==> config.mk <==
export PLATFORM = sky130hd
export DESIGN_NAME = compmux_scan_ctrl
export DESIGN_NICKNAME = d
export VERILOG_FILES = /design/src/rtl/frida_compmux_pkg.sv /design/src/rtl/compmux_next_ch.sv /design/src/rtl/compmux_scan_ctrl.sv
export SDC_FILE = /design/constraint.sdc
export NUM_CORES = 1
export LEC_CHECK = 0
export BUFFER_PORTS_ARGS = -buffer_cell sky130_fd_sc_hd__buf_2
export CAP_MARGIN = 20
export CORE_MARGIN = 3
export CORE_UTILIZATION = 40
export DETAILED_ROUTE_END_ITERATION = 6
export GPL_ROUTABILITY_DRIVEN = 0
export PLACE_DENSITY = 0.64
export SLEW_MARGIN = 25
export SYNTH_ARGS = -nofsm -noshare
export SYNTH_HDL_FRONTEND = slang
export SYNTH_SLANG_ARGS = --single-unit
==> constraint.sdc <==
create_clock -name clk -period 9.2 [get_ports clk]
set_clock_uncertainty 0.05 [all_clocks]
set_input_delay 0.92 -clock clk [delete_from_list [all_inputs] [get_ports clk]]
set_output_delay 0.92 -clock clk [all_outputs]
set_load 0.03 [all_outputs]
==> src/rtl/frida_compmux_pkg.sv <==
// Shared constants and state type for the comparator-mux scan controller.
package frida_compmux_pkg;
  localparam int N_CH  = 16;
  localparam int SEL_W = 4;
  localparam int SET_W = 8;
  localparam int SMP_W = 8;
  localparam int CNT_W = (SET_W > SMP_W) ? SET_W : SMP_W;

  typedef enum logic [1:0] {IDLE, SETTLE, SAMPLE, REPORT} scan_state_t;
endpackage

==> src/rtl/compmux_next_ch.sv <==
// Priority finder: lowest enabled channel strictly above cur_i, or the lowest
// enabled channel overall when lowest_i is set.
module compmux_next_ch
  import frida_compmux_pkg::*;
(
  input  logic [N_CH-1:0]  mask_i,
  input  logic [SEL_W-1:0] cur_i,
  input  logic             lowest_i,
  output logic [SEL_W-1:0] nxt_o,
  output logic             found_o
);

  // Descending walk so the last hit, i.e. the lowest index, wins.
  always_comb begin
    nxt_o   = '0;
    found_o = 1'b0;
    for (int i = N_CH - 1; i >= 0; i--) begin
      if (mask_i[i] && (lowest_i || (i > int'(cur_i)))) begin
        nxt_o   = SEL_W'(i);
        found_o = 1'b1;
      end
    end
  end

endmodule

==> src/rtl/compmux_scan_ctrl.sv <==
// Comparator mux select controller: static hold or scan of enabled ADCs,
// counting synchronized comparator ones per channel.
module compmux_scan_ctrl
  import frida_compmux_pkg::*;
(
  input  logic             clk,
  input  logic             rst_n,
  input  logic             mode_scan,
  input  logic [SEL_W-1:0] static_sel,
  input  logic [N_CH-1:0]  ch_en,
  input  logic [SET_W-1:0] settle_cyc,
  input  logic [SMP_W-1:0] n_samp,
  input  logic             continuous,
  input  logic             start,
  input  logic             abort,
  input  logic             comp_in,
  output logic [SEL_W-1:0] mux_sel,
  output logic             busy,
  output logic             done,
  output logic             res_valid,
  input  logic             res_ready,
  output logic [SEL_W-1:0] res_ch,
  output logic [SMP_W-1:0] res_ones
);

  scan_state_t      state_q, state_d;
  logic             comp_s1_q, comp_s2_q;
  logic [N_CH-1:0]  en_q, en_d;
  logic [SET_W-1:0] set_q, set_d;
  logic [SMP_W-1:0] smp_q, smp_d;
  logic             cont_q, cont_d;
  logic [SEL_W-1:0] first_q, first_d;
  logic [SEL_W-1:0] sel_q, sel_d;
  logic [CNT_W-1:0] cnt_q, cnt_d;
  logic [SMP_W-1:0] ones_q, ones_d;
  logic             done_q, done_d;

  logic [N_CH-1:0]  fnd_mask;
  logic             fnd_lowest;
  logic [SEL_W-1:0] fnd_nxt;
  logic             fnd_found;

  // In IDLE the live mask is searched for the first channel; during a pass the shadow mask.
  assign fnd_mask   = (state_q == IDLE) ? ch_en : en_q;
  assign fnd_lowest = (state_q == IDLE);

  compmux_next_ch u_next_ch (
    .mask_i   (fnd_mask),
    .cur_i    (sel_q),
    .lowest_i (fnd_lowest),
    .nxt_o    (fnd_nxt),
    .found_o  (fnd_found)
  );

  always_ff @(posedge clk or negedge rst_n) begin
    if (!rst_n) begin
      state_q   <= IDLE;
      comp_s1_q <= 1'b0;
      comp_s2_q <= 1'b0;
      en_q      <= '0;
      set_q     <= '0;
      smp_q     <= '0;
      cont_q    <= 1'b0;
      first_q   <= '0;
      sel_q     <= '0;
      cnt_q     <= '0;
      ones_q    <= '0;
      done_q    <= 1'b0;
    end else begin
      state_q   <= state_d;
      comp_s1_q <= comp_in;
      comp_s2_q <= comp_s1_q;
      en_q      <= en_d;
      set_q     <= set_d;
      smp_q     <= smp_d;
      cont_q    <= cont_d;
      first_q   <= first_d;
      sel_q     <= sel_d;
      cnt_q     <= cnt_d;
      ones_q    <= ones_d;
      done_q    <= done_d;
    end
  end

  always_comb begin
    state_d = state_q;
    en_d    = en_q;
    set_d   = set_q;
    smp_d   = smp_q;
    cont_d  = cont_q;
    first_d = first_q;
    sel_d   = sel_q;
    cnt_d   = cnt_q;
    ones_d  = ones_q;
    done_d  = 1'b0;
    if (abort) begin
      state_d = IDLE;
    end else begin
      unique case (state_q)
        IDLE: begin
          if (!mode_scan) begin
            sel_d = static_sel;
          end else if (start) begin
            en_d   = ch_en;
            set_d  = settle_cyc;
            smp_d  = (n_samp == '0) ? SMP_W'(1) : n_samp;
            cont_d = continuous;
            if (fnd_found) begin
              first_d = fnd_nxt;
              sel_d   = fnd_nxt;
              cnt_d   = CNT_W'(settle_cyc);
              ones_d  = '0;
              state_d = SETTLE;
            end else begin
              done_d = 1'b1;
            end
          end
        end
        // Count reaching 1 (or a zero load) ends the phase, so a zero settle still costs one cycle.
        SETTLE: begin
          if (cnt_q <= CNT_W'(1)) begin
            cnt_d   = CNT_W'(smp_q);
            state_d = SAMPLE;
          end else begin
            cnt_d = cnt_q - CNT_W'(1);
          end
        end
        SAMPLE: begin
          ones_d = ones_q + SMP_W'(comp_s2_q);
          if (cnt_q == CNT_W'(1)) state_d = REPORT;
          else                    cnt_d   = cnt_q - CNT_W'(1);
        end
        default: begin
          if (res_ready) begin
            if (fnd_found) begin
              sel_d   = fnd_nxt;
              cnt_d   = CNT_W'(set_q);
              ones_d  = '0;
              state_d = SETTLE;
            end else begin
              done_d = 1'b1;
              // A cleared mode_scan stops a continuous scan at the pass boundary.
              if (cont_q && mode_scan) begin
                sel_d   = first_q;
                cnt_d   = CNT_W'(set_q);
                ones_d  = '0;
                state_d = SETTLE;
              end else begin
                state_d = IDLE;
              end
            end
          end
        end
      endcase
    end
  end

  always_comb begin
    mux_sel   = sel_q;
    busy      = (state_q != IDLE);
    done      = done_q;
    res_valid = (state_q == REPORT);
    res_ch    = sel_q;
    res_ones  = ones_q;
  end

endmodule
# After elaboration in Yosys (flattened, before gate mapping)
# Cells that the tools add are included.
# Widths: inputs -> output; s select.
dict set report totals {
  word_cells 170
  output_inout_bits 19
  reg_bits 62
}
dict set report op_classes {
  addsub 2
  muxes 73
  eq_ne 15
  magnitude_cmp 16
  n_bitwise 3
  reduce_logical 49
}
# cell count
set op_table {}
lappend op_table {{$mux 8} 15}
lappend op_table {{$mux 4} 22}
lappend op_table {{$pmux 8 s3} 2}
lappend op_table {{$gt 4x4->1 const A} 8}
lappend op_table {{$mux 1} 23}
lappend op_table {{$ne 3x3->1 const B} 7}
lappend op_table {{$logic_and 1x1->1} 17}
lappend op_table {{$gt 3x4->1 const A} 4}
lappend op_table {{$mux 16} 1}
lappend op_table {{$logic_or 1x1->1} 15}
lappend op_table {{$mux 2} 7}
lappend op_table {{$reduce_and 7->1} 2}
lappend op_table {{$reduce_and 6->1} 2}
lappend op_table {{$reduce_bool 3->1} 3}
lappend op_table {{$add 8x1->8} 1}
lappend op_table {{$eq 8x1->1 const B} 1}
lappend op_table {{$gt 2x4->1 const A} 2}
lappend op_table {{$le 8x1->1 const B} 1}
lappend op_table {{$logic_not 8->1} 1}
lappend op_table {{$ne 2x2->1 const B} 4}
lappend op_table {{$pmux 4 s2} 1}
lappend op_table {{$reduce_bool 4->1} 2}
lappend op_table {{$sub 8x1->8 const B} 1}
lappend op_table {{$pmux 2 s3} 1}
lappend op_table {{11 further kinds} 15}

# Logic depth before layout (Yosys ltp)
# Gate-level depths: netlist of the first run.
dict set report depth {
  ltp_word 24
  mapped_depth 12
}

# Hierarchy
# A second synthesis of the first run with hierarchy kept.
dict set report hier_totals {
  hier_cells 443
  area_unflattened_um2 3948.8
}
# mod n_inst area_each_um2 cells_each seq_area_each_um2
set by_module_without_submodules {}
lappend by_module_without_submodules {compmux_scan_ctrl 1 3430.8 361 1551.5}
lappend by_module_without_submodules {compmux_next_ch 1 518.0 82 0.0}

# Worst setup path after synthesis of the first run
# Ideal clock, no wire load.
dict set report synth_timing {
  path_kind {input port to flip-flop}
  start {input port ch_en[13]}
  end {register sel_q[0] (netlist: mux_sel[0])}
  required_ns 9.025
  path_slack_ns 5.976
  setup_time_ns 0.125
  cell_stages 8
  arrival_time_ns 3.049
  cell_sequence {mux2_4 > o21a_1 > or4b_1 > buf_2 > nor4_4 > a21oi_2 > o31ai_4 > mux2_2}
}
dict set report synth_between {
  elab_chain_len 20
  elab_cells_between_ends 39
  classes_between {eq/ne (1); mux (35); reduce/logical (3)}
}
# element line_no
set synth_lines {}
lappend synth_lines {{start, declared} compmux_scan_ctrl.sv:10} ;# input logic [N_CH-1:0] ch_en,
lappend synth_lines {{$mux 16 (*)} compmux_scan_ctrl.sv:44} ;# assign fnd_mask = (state_q == IDLE) ? ch_en : en_q;
lappend synth_lines {{$logic_and 1x1->1 (*)} compmux_next_ch.sv:18} ;# if (mask_i[i] && (lowest_i || (i > int'(cur_i)))) begin
lappend synth_lines {{$mux 4 (14 in a row)} compmux_next_ch.sv:18}
lappend synth_lines {{$mux 4} compmux_scan_ctrl.sv:108} ;# if (fnd_found) begin
lappend synth_lines {{$mux 4} compmux_scan_ctrl.sv:103} ;# end else if (start) begin
lappend synth_lines {{$mux 4} compmux_scan_ctrl.sv:101} ;# if (!mode_scan) begin
lappend synth_lines {{$pmux 4 s2} compmux_scan_ctrl.sv:99} ;# unique case (state_q)
lappend synth_lines {{end signal, assigned} compmux_scan_ctrl.sv:78} ;# sel_q <= sel_d;
lappend synth_lines {{end, declared} compmux_scan_ctrl.sv:33} ;# logic [SEL_W-1:0] sel_q, sel_d;
# Every way passes the cells marked *; elsewhere a longest branch is shown, timed or not. The select of a mux whose other input is x is not followed.
# A chain may end at the register's enable or synchronous reset.

# Worst setup path in the final report of the first run
dict set report layout_timing {
  start {register state_q[0]}
  end {register cnt_q[2]}
}
dict set report layout_between {
  elab_chain_len 22
  elab_cells_between_ends 61
  classes_between {eq/ne (6); mux (20); reduce/logical (35)}
}
# element line_no
set layout_lines {}
lappend layout_lines {{start, declared} compmux_scan_ctrl.sv:26} ;# scan_state_t state_q, state_d;
lappend layout_lines {{start signal, assigned} compmux_scan_ctrl.sv:70} ;# state_q <= state_d;
lappend layout_lines {{$logic_not 2->1} {compmux_scan_ctrl.sv:44, compmux_scan_ctrl.sv:45, compmux_scan_ctrl.sv:99}}
lappend layout_lines {{$mux 16 or $logic_or 1x1->1 (tied branches)} {compmux_scan_ctrl.sv:44, compmux_next_ch.sv:18}}
lappend layout_lines {{$logic_and 1x1->1} compmux_next_ch.sv:18}
lappend layout_lines {{$mux 1 (16 in a row)} compmux_next_ch.sv:18}
lappend layout_lines {{$mux 8} compmux_scan_ctrl.sv:135} ;# if (fnd_found) begin
lappend layout_lines {{$mux 8} compmux_scan_ctrl.sv:134} ;# if (res_ready) begin
lappend layout_lines {{$pmux 8 s3} compmux_scan_ctrl.sv:99}
lappend layout_lines {{end signal, assigned} compmux_scan_ctrl.sv:79} ;# cnt_q <= cnt_d;
lappend layout_lines {{end, declared} compmux_scan_ctrl.sv:34} ;# logic [CNT_W-1:0] cnt_q, cnt_d;
# Parallel ways exist; a longest one is shown, timed or not. The select of a mux whose other input is x is not followed.

==> qor.yml, run 1 <==
synth:
  synth_fa_ha_area_frac: 0.02631
  synth_top_family_by_area: "compound AO/OA/AOI/OAI gates"
  synth-xor-area-share: 0.009207
  ys_top_cells_by_area: "dfrtp_1 40%, mux2_2 11%, ha_1 2.6%"
  synth_compound_area_frac: 0.2042
  synth_ff_type: "dfrtp_1"
  yosys.area_share.simple: 0.1585
  synthCells: 371
  syn_area_per_cell_um2: 10.26
  synth_edf_count: 0
  synth.area.mux_share: 0.1493
  synth_top_area_frac: 0.4012
  netlist_area_um2: 3805
  synth_most_common_cell: "dfrtp_1"
  synth_top_area_cell: "dfrtp_1"
  ys_seq_area_frac: 0.4012
  ys_top_cells_by_count: "61 x dfrtp_1, 36 x mux2_2, 22 x nand2_1"
  yosysWarnings: 0
  synth.ff_latch_count: 61
  syn_nets: 423
  async_flop_share: 1.000
  ys_types: 70
layout:
  layout-drive-gt1-share: 0.3168
  final_core_util: 0.4838
  insertedDiodeCount: 0
  syn2layout_area_growth_pct: 14.14
  final_nets: 471
  fin_cells: 549
timing:
  fin_setup_tns_ns: 0
  finalSetupViolations: 0
  rsz0062_at_grt: "no"
  drv_slew: 0
  worstMarginPinSlew_ns: 0.9304
  slew_headroom: 0.3797
  hold_violations: 0
  clock.fmax_mhz: 242.1
  post-route-period-util: 0.4489
  whs_ns: 0.3044
  finalCriticalPeriod_ns: 4.130
drt:
  antenna_left: 0
  wl_per_cell_um: 16.34
  drt_drc_violations_left: 0
  first_iter_violations: 169
  wl_um: 8972
  dr.pass1.iters: 5
  routed-via-count: 3077
  via_per_inst: 5.605
global_route:
  gr-max-usage-layer: "met2"
  met1_usage: 0.2376
  grt_usage: 0.1709
  grt_pass1_vias: 3038
  grt_max_degree: 62
  use_met3: 0.03794
  grt-ovfl-total: 0
  globalRouteMet2Util: 0.2664
  grt_pass1_wl_um: 15120
  grt_antenna_before_repair: 0
floorplan:
  die_x_um: 103.5
  start_util: 0.4239
  die_h_um: 103.5
  core_area_um2: 8976
  io_pins: 63
  die-area_um2: 10720
  placementRows: 34
clocking:
  cts.sinks: 61
  numCtsBuffers: 9
  insertion_delay_ns: 0.34
  cts_setup_buffers: 0
  cts_tree: "built"
  clockRootBuffer: "clkbuf_8"
  cts.reportedPaths.clkPinSlew_ns: 0.07
  ctsResizeCount: 0
  h-tree-depth: 3
  postCtsHoldBufs: 0
  cts_buffer_depth: 2
min_path:
  min_delay_path_depth: 0
  min_path_type: "flop to flop"
setup_path:
  worstPathMaxFanout: 52
  worst-path-stages: 9
  crit_buf_inv: 2
  slowest_delay_ns: 0.81
  path_delay_family: "compound AO/OA/AOI/OAI gates"
  cp-end-kind: "flop"
  crit_type: "flop to flop"
  cp.arrival_ns: 4.31
  ff2ff_path_depth: 9
  cp_slowest_cell: "ha_2"
  path_cells: "inv_1 -> ha_2 -> inv_2 -> a31oi_1 -> or4b_1 -> o41ai_2 -> a21oi_1 -> o21a_1 -> mux2_4"
  crit_required_ns: 9.38
  startpoint_type: "flop"
placed_design:
  dp.cells: 534
  port_buffers: 62
  dp_hpwl_um: 6421
run:
  drv_cap: 0
power_and_ir_drop:
  cellPowerDensity_nw_per_um2: 315.0
  p_total_mw: 1.368
  vdd_drop_max_mv: 0.1954
  leakagePower_nw: 1.923
status:
  outcome: "finished clean"
[worst reg2reg max path, delay by kind of cell, from the launching register on]
family          cells  cell delay, ns
flops               1            0.42
compound gates      4            1.37
mux                 1            0.35
simple gates        1            0.64
buf+inv             2            0.39
fa+ha+maj           1            0.81
[placed cells by master, fill, tap and decap left out, types with 8 or more instances in the layout]
cell type	count
o21ai_0	12
dfrtp_1	61
inv_1	14
mux2_2	36
nor3_1	8
clkbuf_8	11
nor2_1	21
nand3_1	10
nand2_1	22
buf_2	62
a21oi_1	16
[state kept, by name (all words and copies together) (netlist names)]
signal and flops:
mux_sel 4, en_q 15, first_q 4, res_ones 8
cnt_q 8, set_q 8, done 1, state_q 2
comp_s2_q 1, comp_s1_q 1, smp_q 8, cont_q 1
[cell families after synthesis]
logic type / count (synthesis)
compound gates: 101
xor+xnor: 4
buf+inv: 41
simple gates: 107
fa+ha+maj: 8
flops: 61
mux: 49
[routing by layer]
metal	routed length (µm)	up-vias
met5	0	-
met3	433	11
met2	4130	85
met4	133	0
li1	-	1487
met1	4275	1494
[power by group]
group | total (mW) | switching (mW) | leakage [nW] | internal, mW
clock | 0.248 | 0.111 | 0.101 | 0.137
combinational | 0.638 | 0.354 | 1.07 | 0.284
sequential | 0.482 | 0.104 | 0.753 | 0.379
[through the flow]
| stage | instance area (µm²) | setup slack [ns] |
|---|---|---|
| final | 4343 | 5.070 |
| after global routing | 4343 | 4.803 |
| after CTS | 4343 | 5.122 |
| after detailed placement | 4144 | 5.156 |
| after global placement | 4144 | 5.323 |
| after floorplan | 3805 | 5.976 |
[layout make-up]
| cell class | count | area [µm²] |
|---|---|---|
| Fill cell | 865 | 4633 |
| Multi-Input combinational cell | 269 | 2086 |
| Sequential cell | 61 | 1526 |
| Timing Repair Buffer | 63 | 317.8 |
| Tap cell | 126 | 157.7 |
| Clock buffer | 11 | 151.4 |
| Inverter | 15 | 56.30 |
| Clock inverter | 4 | 47.55 |
[final timing paths]
check	endpoint	slack, ns	start
setup / recovery	cnt_q[2]	5.07	state_q[0]
hold / removal	comp_s2_q	0.30	comp_s1_q
setup reg to reg	cnt_q[2]	5.07	state_q[0]
hold reg to reg	comp_s2_q	0.30	comp_s1_q
max in group asynchronous	en_q[12]	7.88	rst_n
min in group asynchronous	res_ones[6]	0.68	rst_n
No activity file was read; power rests on OpenSTA's default activity.
==> inputs of run 2 (changes only) <==
--- a/config.mk
+++ b/config.mk
@@ -11,7 +11,7 @@
 export CORE_UTILIZATION = 40
 export DETAILED_ROUTE_END_ITERATION = 6
 export GPL_ROUTABILITY_DRIVEN = 0
-export PLACE_DENSITY = 0.64
+export PLACE_DENSITY = 0.66
 export SLEW_MARGIN = 25
 export SYNTH_ARGS = -nofsm -noshare
 export SYNTH_HDL_FRONTEND = slang
==> constraint.sdc (replaced) <==
create_clock -name clk -period 3.4 [get_ports clk]
set_clock_uncertainty 0.05 [all_clocks]
set_input_delay 0.34 -clock clk [delete_from_list [all_inputs] [get_ports clk]]
set_output_delay 0.34 -clock clk [all_outputs]
set_load 0.03 [all_outputs]
==> run 2 against run 1 <==
  * Critical path depth increased by 1
  * First-iteration DRC count increased by 53%
  * Power increased to 2.8 times the previous value
  * Sequential share of layout area decreased by 0.88 points
  * Critical path type unchanged
  * Highest routed layer unchanged
==> qor.yml, run 2 (synthesized netlist as in run 1, its figures left out) <==
clocking:
  h-tree-depth: 3
  cts.sinks: 61
  insertion_delay_ns: 0.34
  postCtsHoldBufs: 0
  cts_buffer_depth: 2
  cts.reportedPaths.clkPinSlew_ns: 0.06
  clockRootBuffer: "clkbuf_8"
  numCtsBuffers: 9
  cts_tree: "built"
drt:
  dr.max_layer_used: "met4"
  first_iter_violations: 259
  drt_drc_violations_left: 0
  dr_wl_met3_um: 406
  wl_met1_um: 4799
  antenna_left: 0
  routed-via-count: 3153
  dr.pass1.iters: 4
  wl_um: 9605
  wl_met2_um: 4255
  via_per_inst: 5.581
  wl_per_cell_um: 17.00
placed_design:
  dp.cells: 548
  port_buffers: 62
  dp_hpwl_um: 7221
  dp_slack_ns: 0.03860
  placed_cell_area_um2: 4249
layout:
  fin_cells: 565
  final_common_cell: "buf_2"
  layout-drive-gt1-share: 0.3417
  final_nets: 487
  largest_register: "en_q"
  mostFrequentLayoutCells: "62 x buf_2, 61 x dfrtp_1, 36 x mux2_2"
  fillers: 822
  syn2layout_area_growth_pct: 17.07
  fin_area_um2: 4454
  insertedDiodeCount: 0
  largest_reg_flops: 15
setup_path:
  reg2reg_from: "state_q[0]"
  worstSetupStartpoint: "state_q[0]"
  crit_buf_inv: 2
  cp-end-kind: "flop"
  cp.arrival_ns: 3.48
  crit_type: "flop to flop"
  cp_slowest_cell: "or4b_4"
  startpoint_type: "flop"
  slowest_delay_ns: 0.56
  crit_required_ns: 3.56
  path_cells: "inv_1 -> ha_4 -> mux2_1 -> o21a_1 -> or4b_4 -> nor4_4 -> buf_4 -> a21oi_2 -> o31ai_4 -> mux2_2"
  path_delay_family: "simple AND/OR/NAND/NOR gates"
  worstPathMaxFanout: 10
floorplan:
  die_x_um: 103.5
  start_util: 0.4239
  die-area_um2: 10720
  core_area_um2: 8976
  io_pins: 63
  die_h_um: 103.5
  placementRows: 34
timing:
  finalSetupViolations: 0
  fin_ws_ns: 0.08782
  post-route-period-util: 0.9742
  drv_slew: 0
  clock.fmax_mhz: 301.9
  hold_violations: 0
  whs_ns: 0.01335
  worstMarginPinSlew_ns: 0.7643
  finalCriticalPeriod_ns: 3.312
  slew_headroom: 0.4904
power_and_ir_drop:
  vdd_drop_max_mv: 0.4456
  p_total_mw: 3.776
  leakagePower_nw: 1.992
  cellPowerDensity_nw_per_um2: 847.8
min_path:
  min_path_type: "input pin to async pin"
global_route:
  grt_usage: 0.1855
  grt_pass1_vias: 3153
  grt-ovfl-total: 0
  grt_pass1_wl_um: 16290
  grt_antenna_before_repair: 0
  grt_max_degree: 32
run:
  drv_cap: 0
status:
  outcome: "finished clean"
-- run 2: routing by layer --
layer / track usage / up-vias
met3: 0.02985 / 13
met2: 0.2785 / 79
met5: 0 / -
met1: 0.2728 / 1538
li1: - / 1523
met4: 0.06268 / 0
-- run 2: final timing paths --
path / slack (ns) / depth (start not counted) / to
max: 0.09 / 10 / mux_sel[3]
min: 0.01 / 1 / first_q[0]
max reg2reg: 0.09 / 10 / mux_sel[3]
min reg2reg: 0.30 / 0 / comp_s2_q
max in group asynchronous: 2.56 / 2 / state_q[1]
min in group clk: 0.06 / 1 / comp_s1_q
-- run 2: through the flow --
| step | TNS [ns] | utilization |
|---|---|---|
| after floorplan | 0 | - |
| after global placement | 0 | 0.4734 |
| after detailed placement | 0 | 0.4734 |
| after CTS | 0 | 0.4930 |
| after global routing | -0.04185 | 0.4962 |
| final | 0 | 0.4962 |
-- run 2: final cells by class --
cell class	instances	area, µm²	share of cell area
Inverter	15	56.30	0.01264
Clock inverter	3	21.27	0.004775
Tap cell	126	157.7	0.03539
Multi-Input combinational cell	269	2100	0.4713
Timing Repair Buffer	79	437.9	0.09831
Clock buffer	12	155.1	0.03483
Sequential cell	61	1526	0.3427
-- run 2: what timing repair did --
| action | CTS | global route |
|---|---|---|
| resized for setup | 0 | 2 |
| endpoints found under the setup margin | 0 | 16 |
| setup buffers | 0 | 2 |
-- run 2: report_power, final --
part           switching, mW  internal (mW)
sequential             0.258           1.03
clock                  0.281          0.300
combinational           1.05          0.856
total                   1.59           2.18
==> inputs of run 3 (changes only) <==
--- a/config.mk
+++ b/config.mk
@@ -5,6 +5,7 @@
 export SDC_FILE = /design/constraint.sdc
 export NUM_CORES = 1
 export LEC_CHECK = 0
+export ABC_AREA = 1
 export BUFFER_PORTS_ARGS = -buffer_cell sky130_fd_sc_hd__buf_2
 export CAP_MARGIN = 20
 export CORE_MARGIN = 3
@@ -16,3 +17,4 @@
 export SYNTH_ARGS = -nofsm -noshare
 export SYNTH_HDL_FRONTEND = slang
 export SYNTH_SLANG_ARGS = --single-unit
+export TNS_END_PERCENT = 5
==> run 3 against run 2 <==
  * Via count grew 7.9%
  * Combinational power is essentially flat
  * First-iteration DRC count fell by 40%
  * Largest power group unchanged
  * Clock power fell by 1%
  * Global-route usage is 0.22 points higher
==> qor.yml, run 3 <==
setup_path:
  worstPathMaxFanout: 18
  crit_required_ns: 3.57
  cp.arrival_ns: 2.90
  cp-end-kind: "flop"
  crit_type: "flop to flop"
  startpoint_type: "flop"
timing:
  clock.fmax_mhz: 366.5
  finalSetupViolations: 0
  hold_violations: 0
  drv_slew: 0
  fin_setup_tns_ns: 0
  rsz0062_at_grt: "no"
  finalCriticalPeriod_ns: 2.729
  slew_headroom: 0.4113
  post-route-period-util: 0.8026
  worstMarginPinSlew_ns: 0.8830
clocking:
  clockRootBuffer: "clkbuf_8"
  insertion_delay_ns: 0.34
  cts_tree: "built"
  postCtsHoldBufs: 0
  ctsResizeCount: 0
  cts_setup_buffers: 0
  h-tree-depth: 3
  numCtsBuffers: 9
  cts_buffer_depth: 2
  cts.sinks: 61
  cts.reportedPaths.clkPinSlew_ns: 0.07
global_route:
  grt_antenna_before_repair: 0
  grt_pass1_wl_um: 15700
  grt_usage: 0.1878
  grt-ovfl-total: 0
  grt_pass1_vias: 3343
  grt_max_degree: 40
layout:
  multi_input_area_um2: 1889
  seq_area_um2: 1526
  layout-drive-gt1-share: 0.2145
  largest_reg_flops: 15
  insertedDiodeCount: 0
  fin_area_um2: 4330
  mostFrequentLayoutCells: "165 x nand2_1, 62 x buf_2, 61 x dfrtp_1"
  final_core_util: 0.4847
  final_nets: 611
  final_common_cell: "nand2_1"
  largest_register: "en_q"
  fillers: 933
  syn2layout_area_growth_pct: 14.79
drt:
  first_iter_violations: 155
  wl_per_cell_um: 13.74
  routed-via-count: 3402
  via_per_inst: 5.063
  wl_um: 9233
  drt_drc_violations_left: 0
  antenna_left: 0
  dr.pass1.iters: 5
placed_design:
  port_buffers: 62
  placed_cell_area_um2: 4159
  dp_hpwl_um: 7007
synth:
  synth_ff_type: "dfrtp_1"
  synth_top_area_cell: "dfrtp_1"
  syn_nets: 550
  synth_most_common_cell: "nand2_1"
  synthCells: 498
  ys_top_cells_by_area: "dfrtp_1 40%, nand2_1 16%, o21ai_0 5.2%"
  async_flop_share: 1.000
  netlist_area_um2: 3772
  synth_edf_count: 0
  syn_area_per_cell_um2: 7.575
  synth_top_area_frac: 0.4046
  ys_types: 47
  synth.ff_latch_count: 61
  ys_top_cells_by_count: "165 x nand2_1, 61 x dfrtp_1, 49 x inv_1"
  yosysWarnings: 0
  ys_seq_area_frac: 0.4046
run:
  drv_cap: 0
power_and_ir_drop:
  vdd_drop_max_mv: 0.5219
  cellPowerDensity_nw_per_um2: 856.8
  leakagePower_nw: 2.218
  p_total_mw: 3.710
floorplan:
  die_h_um: 103.1
  core_area_um2: 8934
  die_x_um: 103.1
  io_pins: 63
  start_util: 0.4223
  placementRows: 34
  die-area_um2: 10630
min_path:
  min_path_type: "input pin to async pin"
status:
  outcome: "finished clean"
[run 3: final timing paths]
kind	depth (start not counted)	slack (ns)	endpoint	start
setup / recovery	17	0.67	cnt_q[3]	state_q[0]
hold / removal	1	0.07	cnt_q[2]	rst_n
setup reg to reg	17	0.67	cnt_q[3]	state_q[0]
hold reg to reg	0	0.30	comp_s2_q	comp_s1_q
max in group asynchronous	2	2.38	comp_s2_q	rst_n
min in group clk	1	0.07	comp_s1_q	comp_in
[run 3: critical path, stage by stage, from the launching register on]
cell	delay [ns]
dfrtp_1	0.40
inv_1	0.08
ha_1	0.24
inv_2	0.25
buf_4	0.26
o22ai_1	0.10
inv_1	0.09
nand2_1	0.09
nor2_4	0.14
nand2_4	0.07
nor2_4	0.21
nand2_4	0.10
clkinv_4	0.07
o21ai_2	0.06
nand2_4	0.13
inv_2	0.09
o211ai_1	0.09
o21ai_1	0.09
[run 3: layout make-up]
class / instances / area share
inverters: 63 / 0.05663
flip-flops and latches: 61 / 0.3525
clock buffers: 15 / 0.03843
repair buffers: 69 / 0.08379
multi-input cells: 355 / 0.4363
well taps: 108 / 0.03120
clock inverters: 1 / 0.001156
[run 3: where the power goes]
| group | switching, mW | total [mW] | internal (mW) |
|---|---|---|---|
| registers | 0.235 | 1.24 | 1.01 |
| logic | 1.25 | 1.89 | 0.646 |
| clock network | 0.270 | 0.575 | 0.305 |
| total | 1.75 | 3.71 | 1.96 |
[run 3: kinds of logic after synthesis]
logic type | count (synthesis) | synth area share
AO/OA/AOI/OAI | 105 | 0.1828
XOR/XNOR | 7 | 0.01625
adder cells (fa/ha/maj) | 8 | 0.02654
AND/OR/NAND/NOR | 235 | 0.2753
flip-flops | 61 | 0.4046
buffers and inverters | 82 | 0.09453
[run 3: stage by stage]
step / setup WS [ns] / hold WS, ns / cells
final: 0.6713 / 0.06672 / 672
after global routing: 0.3418 / 0.04782 / 672
after CTS: 0.6789 / 0.05064 / 672
after detailed placement: 0.6861 / 0.2864 / 656
after global placement: 0.8025 / 0.2864 / 656
after floorplan: 1.026 / -0.005591 / 498
[run 3: routing by layer]
metal,GRT usage,vias to the layer above,part of all wire
met2,0.3108,88,0.47
li1,-,1752,-
met3,0.04804,13,0.056
met5,0,-,0
met1,0.2454,1549,0.46
met4,0.04781,0,0.012
